===== config.mk =====
export PLATFORM = sky130hd
export DESIGN_NAME = ddr3_cmd_lane_ctrl
export DESIGN_NICKNAME = d
export VERILOG_FILES = /design/src/rtl/ddr3_cmd_lane_ctrl.sv
export SDC_FILE = /design/constraint.sdc
export NUM_CORES = 1
export LEC_CHECK = 0
export CORE_MARGIN = 10
export CORE_UTILIZATION = 35
export CTS_CLUSTER_SIZE = 12
export DETAILED_ROUTE_END_ITERATION = 7
export GPL_TIMING_DRIVEN = 0
export PLACE_DENSITY = 0.64
export SLEW_MARGIN = 40
export SYNTH_ARGS = -nofsm -noshare
export SYNTH_HDL_FRONTEND = slang
export SYNTH_SLANG_ARGS = --single-unit

===== constraint.sdc =====
create_clock -name FAB_CLK -period 4.85 [get_ports FAB_CLK]
set_input_delay 1.455 -clock FAB_CLK [delete_from_list [all_inputs] [get_ports FAB_CLK]]
set_output_delay 1.455 -clock FAB_CLK [all_outputs]
set_load 0.01 [all_outputs]

===== src/rtl/ddr3_cmd_lane_ctrl.sv =====
// Address/command lane controller: registers 4-beat command data toward the IOD lanes
// and sequences LOAD/MOVE delay-line adjustments on one selected lane while tracking taps.
module ddr3_cmd_lane_ctrl #(
  parameter int   NUM_LANES = 3,
  parameter int   TAP_W     = 8,
  parameter int   MAX_TAP   = 255,
  parameter int   STEP_W    = 6,
  parameter int   MOVE_GAP  = 4,
  parameter logic IDLE_VAL  = 1'b0,
  localparam int  LANE_W    = (NUM_LANES > 1) ? $clog2(NUM_LANES) : 1
) (
  input  logic                       FAB_CLK,
  input  logic                       ARST_N,
  input  logic                       CMD_VALID,
  input  logic [4*NUM_LANES-1:0]     CMD_DATA,
  input  logic                       CMD_OE,
  input  logic                       CMD_ODT,
  output logic [4*NUM_LANES-1:0]     TX_DATA,
  output logic [4*NUM_LANES-1:0]     OE_DATA,
  output logic [NUM_LANES-1:0]       ODT_EN,
  output logic [NUM_LANES-1:0]       DELAY_LINE_MOVE,
  output logic [NUM_LANES-1:0]       DELAY_LINE_DIRECTION,
  output logic [NUM_LANES-1:0]       DELAY_LINE_LOAD,
  input  logic [NUM_LANES-1:0]       DELAY_LINE_OUT_OF_RANGE,
  input  logic                       ADJ_REQ,
  input  logic [LANE_W-1:0]          ADJ_LANE,
  input  logic                       ADJ_LOAD,
  input  logic                       ADJ_DIR,
  input  logic [STEP_W-1:0]          ADJ_STEPS,
  output logic                       ADJ_BUSY,
  output logic                       ADJ_DONE,
  output logic                       ADJ_ERR,
  output logic [TAP_W*NUM_LANES-1:0] TAP_VALUE,
  output logic [2:0]                 ADJ_STATE
);

  localparam int GAP_W = (MOVE_GAP > 0) ? $clog2(MOVE_GAP + 1) : 1;

  typedef enum logic [2:0] {
    S_IDLE  = 3'd0,
    S_SETUP = 3'd1,
    S_PULSE = 3'd2,
    S_GAP   = 3'd3,
    S_LOAD  = 3'd4,
    S_DONE  = 3'd5
  } state_t;

  state_t             state;
  logic [LANE_W-1:0]  lane_q;
  logic               load_q;
  logic               dir_q;
  logic [STEP_W-1:0]  steps_q;
  logic [GAP_W-1:0]   gap_cnt;
  logic [TAP_W-1:0]   tap_q [NUM_LANES];

  logic [NUM_LANES-1:0] lane_oh;
  logic [TAP_W-1:0]     cur_tap;
  logic                 lane_ok;
  logic                 at_limit;
  logic                 oor_hit;

  always_comb begin
    lane_oh = '0;
    cur_tap = '0;
    for (int k = 0; k < NUM_LANES; k++) begin
      if (int'(lane_q) == k) begin
        lane_oh[k] = 1'b1;
        cur_tap    = tap_q[k];
      end
    end
    lane_ok  = (int'(lane_q) < NUM_LANES);
    // A further step in the latched direction would leave the legal tap range.
    at_limit = dir_q ? (cur_tap == TAP_W'(MAX_TAP)) : (cur_tap == '0);
    oor_hit  = |(DELAY_LINE_OUT_OF_RANGE & lane_oh);
  end

  always_comb begin
    TAP_VALUE = '0;
    for (int k = 0; k < NUM_LANES; k++) TAP_VALUE[k*TAP_W +: TAP_W] = tap_q[k];
  end

  assign ADJ_STATE = state;

  // Handshake: ADJ_REQ is taken only in IDLE (ADJ_BUSY=0, ADJ_DONE=0) and ADJ_* are
  // captured on that edge; ADJ_BUSY stays high until the single-cycle ADJ_DONE, which
  // carries ADJ_ERR. Requests seen while busy or in the done cycle are dropped.
  always_ff @(posedge FAB_CLK or negedge ARST_N) begin
    if (!ARST_N) begin
      state                <= S_IDLE;
      lane_q               <= '0;
      load_q               <= 1'b0;
      dir_q                <= 1'b0;
      steps_q              <= '0;
      gap_cnt              <= '0;
      TX_DATA              <= '0;
      OE_DATA              <= '0;
      ODT_EN               <= '0;
      DELAY_LINE_MOVE      <= '0;
      DELAY_LINE_DIRECTION <= '0;
      DELAY_LINE_LOAD      <= '0;
      ADJ_BUSY             <= 1'b0;
      ADJ_DONE             <= 1'b0;
      ADJ_ERR              <= 1'b0;
      for (int k = 0; k < NUM_LANES; k++) tap_q[k] <= '0;
    end else begin
      TX_DATA         <= CMD_VALID ? CMD_DATA : {4*NUM_LANES{IDLE_VAL}};
      OE_DATA         <= {4*NUM_LANES{CMD_OE}};
      ODT_EN          <= {NUM_LANES{CMD_ODT}};
      DELAY_LINE_MOVE <= '0;
      DELAY_LINE_LOAD <= '0;
      ADJ_DONE        <= 1'b0;
      ADJ_ERR         <= 1'b0;

      case (state)
        S_IDLE: begin
          if (ADJ_REQ) begin
            state    <= S_SETUP;
            lane_q   <= ADJ_LANE;
            load_q   <= ADJ_LOAD;
            dir_q    <= ADJ_DIR;
            steps_q  <= ADJ_STEPS;
            ADJ_BUSY <= 1'b1;
            for (int k = 0; k < NUM_LANES; k++)
              DELAY_LINE_DIRECTION[k] <= ADJ_DIR && (int'(ADJ_LANE) == k);
          end
        end

        S_SETUP: begin
          if (!lane_ok || (!load_q && steps_q != '0 && at_limit)) begin
            state                <= S_DONE;
            ADJ_DONE             <= 1'b1;
            ADJ_ERR              <= 1'b1;
            ADJ_BUSY             <= 1'b0;
            DELAY_LINE_DIRECTION <= '0;
          end else if (load_q) begin
            state           <= S_LOAD;
            DELAY_LINE_LOAD <= lane_oh;
            gap_cnt         <= GAP_W'(MOVE_GAP);
            for (int k = 0; k < NUM_LANES; k++)
              if (lane_oh[k]) tap_q[k] <= '0;
          end else if (steps_q == '0) begin
            state                <= S_DONE;
            ADJ_DONE             <= 1'b1;
            ADJ_BUSY             <= 1'b0;
            DELAY_LINE_DIRECTION <= '0;
          end else begin
            state           <= S_PULSE;
            DELAY_LINE_MOVE <= lane_oh;
            steps_q         <= steps_q - STEP_W'(1);
            for (int k = 0; k < NUM_LANES; k++)
              if (lane_oh[k]) tap_q[k] <= dir_q ? tap_q[k] + TAP_W'(1) : tap_q[k] - TAP_W'(1);
          end
        end

        S_PULSE: begin
          state   <= S_GAP;
          gap_cnt <= GAP_W'(MOVE_GAP - 1);
        end

        S_GAP: begin
          if (gap_cnt != '0) begin
            gap_cnt <= gap_cnt - GAP_W'(1);
          end else if (oor_hit || steps_q == '0 || at_limit) begin
            state                <= S_DONE;
            ADJ_DONE             <= 1'b1;
            ADJ_ERR              <= oor_hit || (steps_q != '0);
            ADJ_BUSY             <= 1'b0;
            DELAY_LINE_DIRECTION <= '0;
          end else begin
            state           <= S_PULSE;
            DELAY_LINE_MOVE <= lane_oh;
            steps_q         <= steps_q - STEP_W'(1);
            for (int k = 0; k < NUM_LANES; k++)
              if (lane_oh[k]) tap_q[k] <= dir_q ? tap_q[k] + TAP_W'(1) : tap_q[k] - TAP_W'(1);
          end
        end

        S_LOAD: begin
          if (gap_cnt != '0) begin
            gap_cnt <= gap_cnt - GAP_W'(1);
          end else begin
            state                <= S_DONE;
            ADJ_DONE             <= 1'b1;
            ADJ_BUSY             <= 1'b0;
            DELAY_LINE_DIRECTION <= '0;
          end
        end

        S_DONE:  state <= S_IDLE;
        default: state <= S_IDLE;
      endcase
    end
  end

endmodule


[Word level (Yosys, flattened, before mapping)]
Cells that the tools add are included.
Storage, ports and cells
  register bits: 66
  input port bits: 31
  output and inout port bits: 66
Cells by class
  $add $sub $neg: 8
  $lt $le $gt $ge: 1
  eq/ne operators: 25
  mux-type cells: 78
  bitwise logic cells: 1
  reductions and logical operators: 32
Operators by type and width (count)
  24-bit 2-to-1 mux: 5
  8-bit 2-to-1 mux: 12
  3-bit 2-to-1 mux: 25
  24-bit case mux with 2 select lines: 1
  6-bit 2-to-1 mux: 6
  8-bit by 1-bit adder with 8-bit output, second input constant: 3
  8-bit by 1-bit subtractor with 8-bit output, second input constant: 3
  1-bit 2-to-1 mux: 20
  2-bit inequality test, second input constant: 9
  3-bit inequality test, second input constant: 6
  6-bit case mux with 3 select lines: 1
  6-bit AND reduction: 3
  3-bit case mux with 5 select lines: 1
  7-bit AND reduction: 2
  12-bit 2-to-1 mux: 1
  3-bit case mux with 4 select lines: 1
  3-bit case mux with 3 select lines: 1
  3-bit nonzero test: 3
  2-bit equality test, second input constant: 4
  8-bit equality test, second input constant: 1
  8-bit logical NOT: 1
  3-bit by 2-bit equality test with 1-bit output, second input constant: 2
  6-bit logical NOT: 1
  3-bit case mux with 2 select lines: 1
  other kinds (23): 32

[Longest topological paths before layout]
  depth in word-level cells: 10
  depth in mapped cells: 13
  mapped depth without buffers: 10

[Worst setup path before layout]
No wires, ideal clock.
  path kind: input to register
  from: input port DELAY_LINE_OUT_OF_RANGE[1]
  to: register tap_q, in the netlist TAP_VALUE[15]
  arrival time: 2.962 ns
  required time: 4.724 ns
  slack: 1.762 ns
  cell stages on the path: 8
  buffers on the path: 1
  cell sequence: mux2i_1 -> o221ai_1 -> o21ai_0 -> nor3b_1 -> and3_1 -> buf_6 -> o21ai_0 -> a311o_1
Between the ends
  cells in the longest elaborated chain, start to end: 6
Ends and longest elaborated chain
  start, declared: RTL line 24  | input logic [NUM_LANES-1:0] DELAY_LINE_OUT_OF_RANGE,
  3-bit bitwise AND: RTL line 74  | oor_hit = |(DELAY_LINE_OUT_OF_RANGE & lane_oh);
  3-bit OR reduction: RTL line 74
  1-bit logical OR (2 in a row): RTL line 163  | end else if (oor_hit || steps_q == '0 || at_limit) begin
  2-bit inequality test (no source line)
  6-bit AND reduction (no source line)
  end signal, assigned by index: RTL line 151  | if (lane_oh[k]) tap_q[k] <= dir_q ? tap_q[k] + TAP_W'(1) : tap_q[k] - TAP_W'(1);
  end signal, assigned by index: RTL line 174  | if (lane_oh[k]) tap_q[k] <= dir_q ? tap_q[k] + TAP_W'(1) : tap_q[k] - TAP_W'(1);
  end, declared: RTL line 54  | logic [TAP_W-1:0] tap_q [NUM_LANES];
No other way between the ends.
A chain may end at the register's enable or synchronous reset.

[Worst setup path after layout]
  from: register lane_q[1]
  to: register tap_q, in the netlist TAP_VALUE[8]
Between the ends
  cells in the longest elaborated chain, start to end: 10
  elaborated cells between the ends (all ways): 31
  those cells by class: order compare (1); eq/ne (6); mux (14); bitwise (1); reduce/logical (9)
Ends and longest elaborated chain
  start, declared: RTL line 49  | logic [LANE_W-1:0] lane_q;
  start signal, assigned: RTL line 90  | lane_q <= '0;
  start signal, assigned: RTL line 118  | lane_q <= ADJ_LANE;
  2-bit logical NOT: RTL line 66  | if (int'(lane_q) == k) begin
  8-bit 2-to-1 mux (3 in a row): RTL line 66
  8-bit equality test or 8-bit logical NOT (tied branches): RTL line 73  | at_limit = dir_q ? (cur_tap == TAP_W'(MAX_TAP)) : (cur_tap == '0);
  1-bit 2-to-1 mux: RTL line 73
  1-bit logical AND: RTL line 129  | if (!lane_ok || (!load_q && steps_q != '0 && at_limit)) begin
  1-bit logical OR: RTL line 129
  2-bit inequality test (no source line)
  6-bit AND reduction (no source line)
Parallel ways exist; a longest one is shown, timed or not. The select of a mux whose other input is x is not followed.

==> results.txt <==
Pin placement for this block handled 97 I/O pins. The detailed router placed 3,592 vias in this run. The number of enable flip-flop cells after synthesis works out to 0.

The leading area contributor after synthesis is sky130_fd_sc_hd__dfrtp_1. In this run the post-CTS setup repair buffer count came out at 0. Once layout is done, the placed cells without fillers occupy 5630 um2.

Once detailed placement completed, the half-perimeter wirelength came to 8.80 mm. Entering global routing, the biggest net connects 39 pins. After layout, the design draws a total of 3.96 mW. Measured against its own limit, the worst slew margin works out to 48.5%. The clock tree skew after final layout was 4.78 ps. The path with the worst hold slack has its endpoint at gap_cnt[0].

The number of antenna violations at the first check in global routing was 0. The final routed DRC violation total was 0. The tree is rooted in a sky130_fd_sc_hd__clkbuf_16.

During placement, the flow inserted port buffers numbering 96. After detailed routing, the total wire length is 11.4 mm. Global routing used 14.3% of the available tracks across all layers. The die covers 16,500 um2. The leakage power is 2.47 nW.

The filler cells instantiated in the layout total 1,106. TritonCTS built the clock tree. The most common cell after layout, fill and taps aside was sky130_fd_sc_hd__clkdlybuf4s50_1.

The first routing iteration left 229 violations. The worst IR drop on VDD is 0.246 mV. The post-synthesis register bit count works out to 66.

The flow ran to the end, and the final reports show no timing, DRC or antenna violations. The critical path required time was 5130 ps. In this run the critical register-to-register path is captured at TAP_VALUE[8].

The number of cells on the worst hold path works out to 1. STA puts the critical path data arrival time at 3750 ps. The largest individual stage delay along the critical path comes from the cell sky130_fd_sc_hd__nor4_2. Startpoint of the worst-slack reg-to-reg timing path: lane_q[1]. For this design, the CTS-stage hold fixing added 0 buffers. The logs give 11,500 um2 for the core outline area and 55 for the post-synthesis cell type count. The largest driver fanout on the critical path is 10, and the share of final-layout standard cells stronger than drive strength 1 is 9.59%. In the post-synthesis netlist, the biggest area contributors are sky130_fd_sc_hd__dfrtp_1 40%, sky130_fd_sc_hd__ha_1 6.7%, sky130_fd_sc_hd__xnor2_1 3.2%.

From synthesis to final layout, the design area changed by 36.6%. The total grt overflow came out at 0. The dominant synthesized flop cell was sky130_fd_sc_hd__dfrtp_1.

The path class of the tightest hold or removal check is register to register. At the end of the flow, the number of nets in the layout was 593. The number of global-route vias before repair came out at 3,756. For this configuration, the core starts out at a cell density of 35.9%. Setup slack on the worst reg-to-reg path comes out at 1380 ps.

The count of pins over their slew limit is 0. Timing would allow up to 288 MHz. For the synthesized net count, the log shows 485.

The count of standard-cell rows was 39. The proportion of synthesized flip-flops having asynchronous set or reset came out at 100%. The die is 129 um wide. For this run, the detailed router's first-pass iteration total came to 5.

The congestion estimate from routability-driven global placement came to 0.920. The power density over the cells is 704 nW/um2. For the number of clock sinks, the log shows 66. The final period demand of the worst path came out at 3470 ps.

The worst setup path is captured at a register. After detailed routing, the number of vias per cell comes to 5.24. CTS H-tree depth: 3. Final hold violation count: 0. Startpoint type of the worst setup path: a register. At the pin with the least slew margin, the transition time is 769 ps. In this design, the stage delay of the slowest critical-path cell is 500 ps. The worst setup path is of the register to register kind. The first global-routing pass estimated 19.3 mm of wire. The number of antenna diodes in the final layout is 0. Max-cap violations in this run came to 0. The clock buffer count from CTS is 9. Setup repair after global routing left no endpoint under its margin. The signal on the critical path passes through buf_2 -> clkbuf_1 -> nor2_1 -> ha_1 -> inv_1 -> a211oi_2 -> nor2_1 -> and4_1 -> buf_2 -> nor4_2 -> nand3_1 -> inv_1 -> mux2_2. After synthesis the cells add up to 4120 um2.

The worst path uses 71.6% of the clock period. Clock-pin slew was measured on the worst setup and hold paths at 60 ps. The synthesized design devotes to its leading area cell type 40.1% of total area. The count of nets left with antenna violations once routing finished came out at 0. The cell count after synthesis came out at 429. The floorplan die height came out at 129 um. The library cells used most frequently in the layout, excluding fill and tap cells, are 95 x sky130_fd_sc_hd__clkdlybuf4s50_1, 66 x sky130_fd_sc_hd__dfrtp_1, 28 x sky130_fd_sc_hd__nand2_1, 28 x sky130_fd_sc_hd__nor2_1, 23 x sky130_fd_sc_hd__o21ai_0.

In the final routed layout, each cell accounts on average for 16.7 um. The later-pin clock latency in the skew report is 340 ps, and the share of the yosys chip area belonging to registers is 40.1%. Averaged over all synthesized cells, the footprint is 9.61 um2. The clock passes through at most 2 buffers.

Counting cells, the worst reg-to-reg path comes to 13. Setup violations remaining at the end of the flow were counted as 0. The hold path startpoint is gap_cnt[0]. The run gives 0 as the number of gates resized after CTS. The number of warnings reported in the yosys synthesis log was 0. The placed standard-cell area came out at 5290 um2.
==> per-stage QoR <==
step | worst slack (ps) | TNS, ps | hold slack [ps] | std cells | util, %
5_1_grt | 909 | 0 | 545 | 685 | 49.1
2_1_floorplan | 1760 | 0 | 450 | 429 | -
4_1_cts | 1340 | 0 | 501 | 685 | 49.1
3_5_place_dp | 1070 | 0 | 494 | 669 | 46.2
6_report | 1380 | 0 | 494 | 685 | 49.1
3_3_place_gp | -19.2 | -945 | 466 | 668 | 45.9
==> critical path: cells and delay by family, from the launching register on <==
kind                     cells  cell delay [ps]
AO/OA/AOI/OAI                1              200
adder cells (fa/ha/maj)      1              260
buffers and inverters        5              930
flip-flops                   1              430
multiplexers                 1              180
AND/OR/NAND/NOR              5             1400
==> worst max path at each step <==
stage / to / slack, ps / depth (start not counted) / start
global route: TAP_VALUE[16] / 910 / 13 / lane_q[1]
global placement: ODT_EN[0] / -20 / 1 / ARST_N
CTS: TAP_VALUE[16] / 1340 / 13 / lane_q[1]
finish: TAP_VALUE[8] / 1380 / 13 / lane_q[1]
floorplan: TAP_VALUE[15] / 1760 / 8 / DELAY_LINE_OUT_OF_RANGE[1]
detailed placement: TAP_VALUE[15] / 1070 / 9 / DELAY_LINE_OUT_OF_RANGE[1]
==> routing by layer <==
layer  track usage [%]  wire (um)  part of all wire, %
met3              6.37       1160                   10
met1              17.9       5160                   45
met4              4.52        136                  1.2
met2              21.8       4980                   44
met5                 0          0                    0
==> state kept, by name, summed over array words and instances (netlist names), 2 cells and up <==
signal / flops
TAP_VALUE: 24
TX_DATA: 12
steps_q: 6
ADJ_STATE: 3
DELAY_LINE_DIRECTION: 3
DELAY_LINE_LOAD: 3
DELAY_LINE_MOVE: 3
gap_cnt: 3
lane_q: 2
==> layout make-up <==
type | count | area [um2] | area share [%]
clock inverter | 4 | 72.6 | 1.29
sequential | 66 | 1650 | 29.3
buffer | 29 | 181 | 3.22
multi-input combinational | 312 | 2220 | 39.3
timing repair buffer | 97 | 982 | 17.4
clock buffer | 12 | 267 | 4.73
inverter | 22 | 82.6 | 1.47
tap | 143 | 179 | 3.18
==> synthesized netlist by cell type, types with 11 or more instances <==
cell type and instances:
sky130_fd_sc_hd__dfrtp_1 66, sky130_fd_sc_hd__and2_1 19, sky130_fd_sc_hd__xnor2_1 15, sky130_fd_sc_hd__o21ai_0 23
sky130_fd_sc_hd__nor3_1 11, sky130_fd_sc_hd__nor2_1 28, sky130_fd_sc_hd__nand2_1 28, sky130_fd_sc_hd__a21oi_1 22
sky130_fd_sc_hd__ha_1 22, sky130_fd_sc_hd__a22o_1 13, sky130_fd_sc_hd__buf_4 14, sky130_fd_sc_hd__inv_1 22
==> logic make-up (layout without fill, tap and decap cells) <==
kind of cell / Yosys count / count (layout) / share of synthesized area (%)
simple gates: 133 / 133 / 17.1
compound gates: 123 / 123 / 21.2
flops: 66 / 66 / 40.1
buf+inv: 51 / 164 / 6.41
fa+ha+maj: 25 / 25 / 8.14
xor+xnor: 19 / 19 / 4.04
mux: 12 / 12 / 3.04
==> power by group <==
| part | leakage, nW | internal (mW) | switching, mW |
|---|---|---|---|
| registers | 0.830 | 0.732 | 0.198 |
| logic | 1.48 | 1.09 | 1.21 |
| clock network | 0.165 | 0.491 | 0.242 |
| total | 2.47 | 2.31 | 1.65 |
Note: power is estimated with default switching activity, not from simulation.
